$ cat src/rtl/debug_word_tx_pkg.sv
// Shared debug-unit definitions: FSM state encoding, default UART byte width
// and the byte-count helpers used to size the word framer.
package debug_word_tx_pkg;

  localparam int NB_DATA_DEFAULT = 8;
  localparam int NB_STATE        = 3;

  localparam logic [NB_STATE-1:0] ST_IDLE  = 3'd0;
  localparam logic [NB_STATE-1:0] ST_START = 3'd1;
  localparam logic [NB_STATE-1:0] ST_WAIT  = 3'd2;
  localparam logic [NB_STATE-1:0] ST_CHK   = 3'd3;
  localparam logic [NB_STATE-1:0] ST_DONE  = 3'd4;

  typedef enum logic [NB_STATE-1:0] {
    S_IDLE  = ST_IDLE,
    S_START = ST_START,
    S_WAIT  = ST_WAIT,
    S_CHK   = ST_CHK,
    S_DONE  = ST_DONE
  } state_t;

  function automatic int byte_count(input int nb_word, input int nb_data);
    return nb_word / nb_data;
  endfunction

  // A single-byte word still needs a 1-bit counter.
  function automatic int count_width(input int nb_bytes);
    return (nb_bytes > 1) ? $clog2(nb_bytes) : 1;
  endfunction

endpackage

$ cat src/rtl/debug_word_tx_if.sv
// Word handshake plus UART transmit-side signals between the debug unit,
// the word framer and the UART transmitter.
interface debug_word_tx_if #(
  parameter int NB_DATA = debug_word_tx_pkg::NB_DATA_DEFAULT,
  parameter int NB_WORD = 32
);

  logic [NB_WORD-1:0] i_word;
  logic               i_word_valid;
  logic               o_word_ready;
  logic [NB_DATA-1:0] o_tx_data;
  logic               o_tx_start;
  logic               i_tx_done_tick;
  logic               o_busy;
  logic               o_word_done_tick;

  modport master (
    output i_word,
    output i_word_valid,
    input  o_word_ready,
    input  o_tx_data,
    input  o_tx_start,
    output i_tx_done_tick,
    input  o_busy,
    input  o_word_done_tick
  );

  modport slave (
    input  i_word,
    input  i_word_valid,
    output o_word_ready,
    output o_tx_data,
    output o_tx_start,
    input  i_tx_done_tick,
    output o_busy,
    output o_word_done_tick
  );

endinterface

$ cat src/rtl/debug_word_tx.sv
// Debug-unit word framer: sends one wide word LSB-first as UART bytes.
// Define DEBUG_TX_CHECKSUM_EN to append an XOR checksum byte to every frame.
module debug_word_tx #(
  parameter int NB_DATA = debug_word_tx_pkg::NB_DATA_DEFAULT,
  parameter int NB_WORD = 32
) (
  input logic            i_clock,
  input logic            i_reset,
  debug_word_tx_if.slave bus
);
  import debug_word_tx_pkg::*;

  localparam int                NB_BYTES  = byte_count(NB_WORD, NB_DATA);
  localparam int                NB_CNT    = count_width(NB_BYTES);
  localparam logic [NB_CNT-1:0] LAST_BYTE = NB_CNT'(NB_BYTES - 1);

  state_t             state;
  logic [NB_WORD-1:0] shift_reg;
  logic [NB_WORD-1:0] shift_next;
  logic [NB_CNT-1:0]  byte_cnt;
  logic [NB_DATA-1:0] tx_data;
  logic               tx_start;
  logic               word_done_tick;
`ifdef DEBUG_TX_CHECKSUM_EN
  logic [NB_DATA-1:0] checksum;
`endif

  assign shift_next = shift_reg >> NB_DATA;

  // tx_data is loaded together with each start pulse so it stays stable
  // for the whole byte, including the checksum byte.
  always_ff @(posedge i_clock) begin
    if (!i_reset) begin
      state          <= S_IDLE;
      shift_reg      <= '0;
      byte_cnt       <= '0;
      tx_data        <= '0;
      tx_start       <= 1'b0;
      word_done_tick <= 1'b0;
`ifdef DEBUG_TX_CHECKSUM_EN
      checksum       <= '0;
`endif
    end else begin
      tx_start       <= 1'b0;
      word_done_tick <= 1'b0;
      case (state)
        S_IDLE: begin
          if (bus.i_word_valid) begin
            shift_reg <= bus.i_word;
            byte_cnt  <= '0;
            tx_data   <= bus.i_word[NB_DATA-1:0];
            tx_start  <= 1'b1;
`ifdef DEBUG_TX_CHECKSUM_EN
            checksum  <= bus.i_word[NB_DATA-1:0];
`endif
            state     <= S_START;
          end
        end
        S_START: begin
          state <= S_WAIT;
        end
        S_WAIT: begin
          if (bus.i_tx_done_tick) begin
            if (byte_cnt != LAST_BYTE) begin
              shift_reg <= shift_next;
              byte_cnt  <= byte_cnt + 1'b1;
              tx_data   <= shift_next[NB_DATA-1:0];
              tx_start  <= 1'b1;
`ifdef DEBUG_TX_CHECKSUM_EN
              checksum  <= checksum ^ shift_next[NB_DATA-1:0];
`endif
              state     <= S_START;
            end else begin
`ifdef DEBUG_TX_CHECKSUM_EN
              tx_data  <= checksum;
              tx_start <= 1'b1;
              state    <= S_CHK;
`else
              word_done_tick <= 1'b1;
              state          <= S_DONE;
`endif
            end
          end
        end
`ifdef DEBUG_TX_CHECKSUM_EN
        // The first CHK cycle carries the start pulse; a tick there is stale.
        S_CHK: begin
          if (bus.i_tx_done_tick && !tx_start) begin
            word_done_tick <= 1'b1;
            state          <= S_DONE;
          end
        end
`endif
        S_DONE: begin
          state <= S_IDLE;
        end
        default: begin
          state <= S_IDLE;
        end
      endcase
    end
  end

  assign bus.o_tx_data        = tx_data;
  assign bus.o_tx_start       = tx_start;
  assign bus.o_word_done_tick = word_done_tick;
  assign bus.o_word_ready     = (state == S_IDLE);
  assign bus.o_busy           = (state != S_IDLE);

endmodule

$ cat src/flat_wrapper.sv
// flat-port wrapper written by rule: the top's interface ports become plain ports
module debug_word_tx_flat import debug_word_tx_pkg::*;
#(
  parameter int NB_DATA = debug_word_tx_pkg::NB_DATA_DEFAULT,
  parameter int NB_WORD = 32
)
  (i_clock, i_reset, bus_i_word, bus_i_word_valid, bus_o_word_ready, bus_o_tx_data, bus_o_tx_start, bus_i_tx_done_tick, bus_o_busy, bus_o_word_done_tick);
  debug_word_tx_if #(.NB_DATA(NB_DATA), .NB_WORD(NB_WORD)) bus_i ();
  input logic i_clock;
  input logic i_reset;
  input wire logic [$bits(bus_i.i_word)-1:0] bus_i_word;
  input wire logic [$bits(bus_i.i_word_valid)-1:0] bus_i_word_valid;
  output wire logic [$bits(bus_i.o_word_ready)-1:0] bus_o_word_ready;
  output wire logic [$bits(bus_i.o_tx_data)-1:0] bus_o_tx_data;
  output wire logic [$bits(bus_i.o_tx_start)-1:0] bus_o_tx_start;
  input wire logic [$bits(bus_i.i_tx_done_tick)-1:0] bus_i_tx_done_tick;
  output wire logic [$bits(bus_i.o_busy)-1:0] bus_o_busy;
  output wire logic [$bits(bus_i.o_word_done_tick)-1:0] bus_o_word_done_tick;
  assign bus_i.i_word = bus_i_word;
  assign bus_i.i_word_valid = bus_i_word_valid;
  assign bus_o_word_ready = bus_i.o_word_ready;
  assign bus_o_tx_data = bus_i.o_tx_data;
  assign bus_o_tx_start = bus_i.o_tx_start;
  assign bus_i.i_tx_done_tick = bus_i_tx_done_tick;
  assign bus_o_busy = bus_i.o_busy;
  assign bus_o_word_done_tick = bus_i.o_word_done_tick;
  debug_word_tx #(.NB_DATA(NB_DATA), .NB_WORD(NB_WORD)) u_core (.i_clock(i_clock), .i_reset(i_reset), .bus(bus_i));
endmodule
$ cat config.mk
export PLATFORM = sky130hd
export DESIGN_NAME = debug_word_tx_flat
export DESIGN_NICKNAME = d
export VERILOG_FILES = /design/src/rtl/debug_word_tx_pkg.sv /design/src/rtl/debug_word_tx_if.sv /design/src/rtl/debug_word_tx.sv /design/src/flat_wrapper.sv
export SDC_FILE = /design/constraint.sdc
export NUM_CORES = 1
export LEC_CHECK = 0
export ABC_AREA = 1
export BUFFER_PORTS_ARGS = -buffer_cell sky130_fd_sc_hd__buf_2
export CAP_MARGIN = 15
export CORE_MARGIN = 1
export CORE_UTILIZATION = 45
export CTS_CLUSTER_DIAMETER = 30
export DETAILED_ROUTE_END_ITERATION = 12
export PLACE_DENSITY = 0.73
export SKIP_LAST_GASP = 1
export SLEW_MARGIN = 15
export SYNTH_ARGS = -nofsm -noshare
export SYNTH_HDL_FRONTEND = slang
export SYNTH_SLANG_ARGS = --single-unit
export TNS_END_PERCENT = 5
$ cat constraint.sdc
create_clock -name i_clock -period 1.64 [get_ports i_clock]
set_input_delay 0.164 -clock i_clock [delete_from_list [all_inputs] [get_ports i_clock]]
set_output_delay 0.164 -clock i_clock [all_outputs]
set_load 0.05 [all_outputs]
After elaboration in Yosys (flattened, before gate mapping)
Cells that the tools add are included.

operators by class
  muxes and demuxes = 21
  equal/unequal tests = 6
  add/subtract/negate cells = 1
  reductions and logical operators = 6

operator list
  kind                                                                    count
  32-bit 2-to-1 mux                                                       3
  32-bit case mux with 2 select lines                                     1
  8-bit 2-to-1 mux                                                        3
  8-bit case mux with 2 select lines                                      1
  3-bit 2-to-1 mux                                                        3
  3-bit case mux with 3 select lines                                      1
  2-bit 2-to-1 mux                                                        3
  2-bit != test (second input constant)                                   3
  1-bit 2-to-1 mux                                                        4
  2-bit case mux with 2 select lines                                      1
  4-bit AND reduction                                                     1
  3-bit by 1-bit equality test with 1-bit output (second input constant)  1
  3-bit by 2-bit equality test with 1-bit output (second input constant)  1
  3-bit logical NOT                                                       1
  3-bit AND reduction                                                     1
  3-bit nonzero test                                                      1
  2-bit by 1-bit adder with 2-bit output (second input constant)          1
  2-bit by 1-bit != test with 1-bit output (second input constant)        1
  1-bit case mux with 2 select lines                                      1
  2-bit AND reduction                                                     1
  2-bit nonzero test                                                      1

word-level totals
  word-level logic and storage cells = 40
  bits of input ports = 36
  flip-flop bits (word level) = 47
  output and inout port bits = 12

Longest topological paths before layout
Gate-level depths: netlist of run 1.

  word-level depth = 4
  gate-level depth with buffers = 8
  gate-level depth less buffers = 7

Worst setup path after synthesis of run 1
No wires, ideal clock.

  path kind = register -> output
  start point = reg u_core.state[0]
  end point = out bus_o_busy
  slack = -435 ps
  required time = 1,476 ps
  arrival = 1,911 ps
  path buffers = 1
  cell stages (with the launch flop) = 6
  path through = dfxtp_1 -> nor2_8 -> buf_2 -> inv_1 -> nor2_1 -> inv_1

on the way
  longest elaborated chain between the ends = 1

ends and longest elaborated chain
  element                 line                  source
  from (decl)             debug_word_tx.sv:17   state_t state;
  from (signal assigned)  debug_word_tx.sv:34   state <= S_IDLE;
  from (signal assigned)  debug_word_tx.sv:56   state <= S_START;
  from (signal assigned)  debug_word_tx.sv:60   state <= S_WAIT;
  3-bit nonzero test      debug_word_tx.sv:108  assign bus.o_busy = (state != S_IDLE);
  to (decl)               flat_wrapper.sv:17    output wire logic [$bits(bus_i.o_busy)-1:0] bus_o_busy;

Every way passes these cells.

Final worst setup path of run 1
  start point = reg u_core.state[1]
  end point = out bus_o_busy

Same word-level chain as after synthesis.

==> summary.txt, run 1 <==
Routing
  – Routed wire length: approximately 4.8 mm
  – Antenna Violating Nets Remaining: 0
  – Metal3 WL: 264 um
  – Via density per instance: 4.751
  – Remaining design rule violation count: 8
  – Met1 wire length: 2.168 mm
  – TritonRoute pass-1 iters: 8
  – Detailed-route wire length per cell: 10.97 um
  – Met2 wire length: 2.248 mm
  – Top routing layer in use: met4
  – Number of vias in the routed layout: 2057
  – Initial DRC count: 186

Final layout
  – Non-Filler Instances: 433
  – Nets@finish: 417
  – Post-route cell area: about 2500 um^2
  – Synthesis-to-layout area growth: 15.13%
  – Final design utilization: 55.39%
  – Layout cell share with drive strength beyond 1: 18.90%
  – Number of diodes added for antenna fixing: 0
  – Max FFs per register: 32

Logic synthesis
  – Syn Nets: about 380
  – Share of the synthesized area in the top cell type: 36.03%
  – Number of register bits inferred by synthesis: 39
  – Most area-consuming cells after synthesis: dfxtp_1, nand2_1, nand3_1, nor2_1, inv_1
  – Syn avg cell area: 6.245 um^2
  – Most used DFF post-synth: dfxtp_1
  – Cell types with the highest counts after synthesis: nand2_1, nor2_1, nand3_1, inv_1, dfxtp_1
  – Post-synthesis cell count: 347
  – Count of flip-flops with a built-in enable after synthesis: 0
  – Synth warnings: 0
  – Unique cell type count in the Yosys netlist: 16
  – Fraction of registers with async set/reset: 0%
  – Most numerous cell in the Yosys netlist: nand2_1
  – Cell taking the most area after synthesis: dfxtp_1
  – Area of the mapped netlist: ~2200 um^2
  – Portion of the post-synthesis area used by sequential elements: 36.03%

Outcome
  – Failing checks: DRC
  – Result of the run: finished, violations left

Floorplan
  – Core Box Area: 4504 um^2
  – Standard-cell row count: 24
  – Total Die Area: 5097 um^2
  – Width of the die: 71.40 um
  – Starting utilization of the core area: 48.11%
  – Die extent in y: approximately 70 um
  – Count of boundary I/O pins: 48

STA
  – Number of endpoints failing setup at the final stage: 0
  – Period utilisation layout: 95.88%
  – Slew Limit Fails: 0
  – Actual transition at the worst max-transition pin: 0.5241 ns
  – Post-route worst hold slack: 0.1379 ns
  – Final Hold Vio Count: 0
  – Time the worst path needs with I/O delays and setup: 1.572 ns
  – Unrepaired setup endpoints after global routing: no
  – Fmax: between 0.6 and 0.7 GHz
  – Fin Clk Skew: 0.01152 ns
  – Post-route setup TNS: 0 ns
  – Relative slew slack: 64.94%

Setup path
  – CP endpoint kind: primary output
  – Worst reg2reg startpoint: u_core.byte_cnt[0]
  – Worst-case reg-to-reg path depth: 7
  – Element type at the critical path start: flip-flop
  – Kind of critical path: reg -> out
  – Largest fanout of any net on the critical path: 14
  – Worst reg2reg path endpoint: u_core.shift_reg[7]
  – Critical path data required time: 1.48 ns
  – Arrival @ worst endpoint: 1.41 ns
  – Setup slack of the worst register-to-register path: about 0.17 ns
  – Cell with the biggest individual delay on the critical path: dfxtp_1
  – Critical Path, Cell by Cell: buf_4 -> nor2_4 -> inv_1 -> buf_2
  – Slowest cell delay on critical path: 0.50 ns

Place
  – Half-perimeter wire length of the detailed placement result: 3.084 mm
  – Post-Place Cells: roughly 430
  – Post-place instance area: 2376 um^2
  – Port Buf Inserts: 47
  – Routability-driven placement congestion ratio: roughly 0.82

Worst hold path
  – Endpoint of the worst hold path: u_core.state[1]
  – Path type of the worst min-delay path: in -> reg
  – Depth of the worst hold-timing path: 4
  – Startpoint of the tightest hold check path: bus_i_tx_done_tick

Power
  – Flop pwr share: between 40% and 50%
  – Switching power of the nets: 0.0008299 W
  – Leakage power figure: ~1.4 nW
  – Internal Dissipation: approximately 0.0017 W
  – Worst vdd ir: just over 700 uV
  – Combinational fraction of design power: around 25%
  – Sw frac: 32.54%
  – Clock network power share: 32.4%
  – Ratio of total power to cell area: 1022 nW/um^2

CTS
  – Clock tree sinks: 39
  – Number of buffers on the longest clock path: 2
  – Clock tree root driver cell: clkbuf_8
  – Later-pin clock latency in the skew report: 0.31 ns
  – CTS H-Tree Depth: 2
  – CTS clk-pin slew, worst paths: ~0.080 ns
  – TritonCTS buffer count: 5
  – TritonCTS clock tree: yes

Global route
  – Wire length of the first global-routing pass: 8.197 mm
  – Antenna violations before repair: 0
  – Total Routing Usage GR: 20.54%
  – Total gr overflow: 0
  – Via count of the first global-routing pass: 1861
  – Maximum number of pins on one net before global-route repair: 28

Job
  – Maximum capacitance violations: 0
==> cells in the final DEF (no fill, tap or decap), drive strengths merged <==
master	count
clkinv	2
ha	1
inv	42
a21boi	8
bufinv	1
dfxtp	39
a21oi	11
nand2	86
nand3	61
clkbuf	5
nor2	68
buf	57
==> critical path, delay by kind of cell (launching register included) <==
family	cells	cell delay, ns
simple gates	1	0.05
buf+inv	3	0.55
flops	1	0.50
==> worst max-delay path by stage <==
stage                       start                   end  slack [ns]  cells past startpoint
2_1_floorplan     u_core.state[0]            bus_o_busy         0.1                      5
3_3_place_gp   u_core.byte_cnt[0]  u_core.shift_reg[17]        0.13                      7
3_5_place_dp   u_core.byte_cnt[0]  u_core.shift_reg[17]        0.12                      7
4_1_cts           u_core.state[1]            bus_o_busy        0.07                      4
5_1_grt           u_core.state[1]            bus_o_busy        0.01                      4
6_report          u_core.state[1]            bus_o_busy        0.07                      4
==> timing repair <==
action                     in CTS  in global routing
setup endpoints to repair       0                 20
gates resized for setup         0                  3
hold buffers                    0                  0
setup buffers                   0                  0
==> power groups by stage <==
stage	clock network (W)	registers, W	logic [W]
floorplan	0	0.00111	0.000522
global placement	0	0.00111	0.000621
detailed placement	0	0.00112	0.000627
CTS	0.000835	0.00109	0.000630
global route	0.000873	0.00111	0.000709
finish	0.000827	0.00110	0.000628
==> metal layers <==
layer  vias to the layer above  track usage (%)
met5                         -                0
met4                         0            7.556
met3                         7            5.907
met2                        52            34.92
met1                       880            24.67
li1                       1118                -
==> per-stage QoR <==
step	setup WS, ns	total power, W
floorplan	0.09671	0.001633
global placement	0.1319	0.001735
detailed placement	0.1153	0.001744
CTS	0.06706	0.002560
global route	0.01074	0.002688
finish	0.06753	0.002550
==> final cells by class <==
class | instances | area (um^2)
Fill cell | 452 | 2009
Inverter | 42 | 160.2
Timing Repair Buffer | 57 | 314.1
Tap cell | 52 | 65.06
Clock buffer | 5 | 68.82
Sequential cell | 39 | 780.7
Multi-Input combinational cell | 235 | 1062
Clock inverter | 3 | 43.79
==> cell families (layout without fill, tap and decap cells) <==
family	count (synthesis)	in the layout	share of synthesized area (%)
buf+inv	73	107	15.30
simple gates	215	215	42.78
flops	39	39	36.03
compound gates	19	19	5.312
fa+ha+maj	1	1	0.5773
Power figures use the tool's default switching activity.
==> run 2, diff against run 1 <==
--- a/config.mk
+++ b/config.mk
@@ -12,7 +12,7 @@
 export CORE_UTILIZATION = 45
 export CTS_CLUSTER_DIAMETER = 30
 export DETAILED_ROUTE_END_ITERATION = 12
-export PLACE_DENSITY = 0.73
+export PLACE_DENSITY = 0.68
 export SKIP_LAST_GASP = 1
 export SLEW_MARGIN = 15
 export SYNTH_ARGS = -nofsm -noshare
==> summary.txt, run 2 (synthesized netlist as in run 1, its figures left out) <==
Outcome
  – Result of the run: finished, violations left
  – Failing checks: DRC

CTS
  – Clock tree sinks: 39
  – TritonCTS clock tree: yes
  – Number of buffers added for setup after CTS: 0
  – TritonCTS buffer count: 5
  – Count of cells resized by post-cts repair: 0
  – Hold-fix buffer count after cts: 0
  – Later-pin clock latency in the skew report: 0.29 ns
  – Clock tree root driver cell: clkbuf_8
  – CTS H-Tree Depth: 2
  – Number of buffers on the longest clock path: 2
  – CTS clk-pin slew, worst paths: 0.07 ns

Setup path
  – Slowest cell delay on critical path: 0.36 ns
  – Worst reg2reg path endpoint: u_core.shift_reg[8]
  – Launch point of the worst path: u_core.state[0]
  – Worst-case reg-to-reg path depth: 6
  – Arrival @ worst endpoint: 1.38 ns
  – CP endpoint kind: primary output
  – Largest fanout of any net on the critical path: 15
  – Critical path data required time: 1.48 ns
  – Cell with the biggest individual delay on the critical path: dfxtp_1
  – Setup slack of the worst register-to-register path: 0.18 ns
  – Kind of critical path: reg -> out
  – Worst reg2reg startpoint: u_core.state[0]
  – Capture point of the critical path: bus_o_word_ready
  – Critical Path, Cell by Cell: nor2_8 -> inv_1 -> nor2_4 -> buf_2
  – Element type at the critical path start: flip-flop

Final layout
  – Nets@finish: 418
  – Commonest cells after routing, fill and taps aside: nand2_1, nor2_1, nand3_1, buf_2, inv_1
  – Number of diodes added for antenna fixing: 0
  – Layout cell share with drive strength beyond 1: about 19%
  – Commonest non-fill, non-tap cell in the layout: nand2_1
  – Synthesis-to-layout area growth: 14.32%
  – Max FFs per register: 32

STA
  – Fin Clk Skew: between 0.002 and 0.0025 ns
  – Unrepaired setup endpoints after global routing: no
  – Final Hold Vio Count: 0
  – Period utilisation layout: between 90% and 100%
  – Time the worst path needs with I/O delays and setup: ~1.5 ns
  – Number of endpoints failing setup at the final stage: 0
  – Actual transition at the worst max-transition pin: 0.5142 ns
  – Post-route setup TNS: 0 ns
  – Crit path setup slack, layout: 0.09115 ns
  – Relative slew slack: 65.60%
  – Fmax: 0.6456 GHz
  – Slew Limit Fails: 0

Routing
  – Met2 wire length: 2.180 mm
  – TritonRoute pass-1 iters: 8
  – Top routing layer in use: met4
  – Via density per instance: 4.760
  – Antenna Violating Nets Remaining: 0
  – Met1 wire length: around 2.3 mm
  – Metal3 WL: around 220 um
  – Initial DRC count: 118
  – Detailed-route wire length per cell: roughly 11 um
  – Remaining design rule violation count: 5
  – Routed wire length: 4.696 mm
  – Number of vias in the routed layout: 2066

Floorplan
  – Die extent in y: 71.40 um
  – Total Die Area: 5097 um^2
  – Standard-cell row count: 24
  – Core Box Area: 4504 um^2
  – Starting utilization of the core area: 48.11%
  – Count of boundary I/O pins: 48
  – Width of the die: 71.40 um

Global route
  – Maximum number of pins on one net before global-route repair: 28
  – Antenna violations before repair: 0
  – Total gr overflow: 0
  – Total Routing Usage GR: 19.69%
  – Wire length of the first global-routing pass: 8.004 mm
  – Via count of the first global-routing pass: around 1800

Power
  – Switching power of the nets: about 0.00079 W
  – Worst vdd ir: 375.3 uV
  – Sw frac: 33.51%
  – Flop pwr share: 46.3%
  – Internal Dissipation: 0.001570 W
  – Ratio of total power to cell area: 953.4 nW/um^2
  – Leakage power figure: 1.351 nW
  – Combinational fraction of design power: 26.8%
  – Clock network power share: 26.8%

Job
  – Maximum capacitance violations: 0

Place
  – Pre-CTS setup slack: 0.1909 ns
  – Port Buf Inserts: 47
  – Half-perimeter wire length of the detailed placement result: 3.119 mm
  – Routability-driven placement congestion ratio: approximately 0.77

Worst hold path
  – Startpoint of the tightest hold check path: bus_i_tx_done_tick
  – Path type of the worst min-delay path: in -> reg
-- run 2: critical path: cells and delay by family (launching register included) --
kind	cells	cell delay [ns]
flops	1	0.36
simple gates	2	0.34
buf+inv	2	0.38
-- run 2: worst min-delay path by stage --
stage	endpoint	depth (start not counted)
finish	u_core.bus.o_word_done_tick	3
global route	u_core.state[2]	3
CTS	u_core.bus.o_word_done_tick	3
detailed placement	u_core.bus.o_word_done_tick	3
global placement	u_core.state[2]	3
floorplan	u_core.bus.o_word_done_tick	2
-- run 2: power by group through the flow --
stage                     registers [W]  logic [W]  clock network, W
after floorplan                 0.00111   0.000522                 0
after global routing            0.00110   0.000723          0.000677
final                           0.00109   0.000634          0.000634
after detailed placement        0.00112   0.000636                 0
after CTS                       0.00109   0.000639          0.000654
after global placement          0.00111   0.000631                 0
-- run 2: stage by stage --
stage	instances	area, um^2	power, W	util (%)	hold slack [ns]
final	434	2477	0.002362	55.00	0.1453
after global routing	434	2477	0.002504	55.00	0.1539
after CTS	434	2477	0.002387	55.00	0.1404
after detailed placement	426	2396	0.001753	53.19	0.4549
after global placement	426	2396	0.001745	53.19	0.4516
after floorplan	347	2175	0.001633	-	0.3271
-- run 2: layout make-up --
| class | count | area (um^2) |
|---|---|---|
| repair buffers | 58 | 330.3 |
| clock inverters | 1 | 5.005 |
| well taps | 52 | 65.06 |
| clock buffers | 7 | 76.32 |
| fillers | 457 | 2027 |
| multi-input cells | 235 | 1062 |
| flip-flops and latches | 39 | 780.7 |
| inverters | 42 | 157.7 |
-- run 2: metal layers --
metal  track usage, %  vias to the layer above
met4            5.556                        0
met3            4.641                        6
met2            34.81                       49
li1                 -                     1121
met1            23.82                      890
met5                0                        -
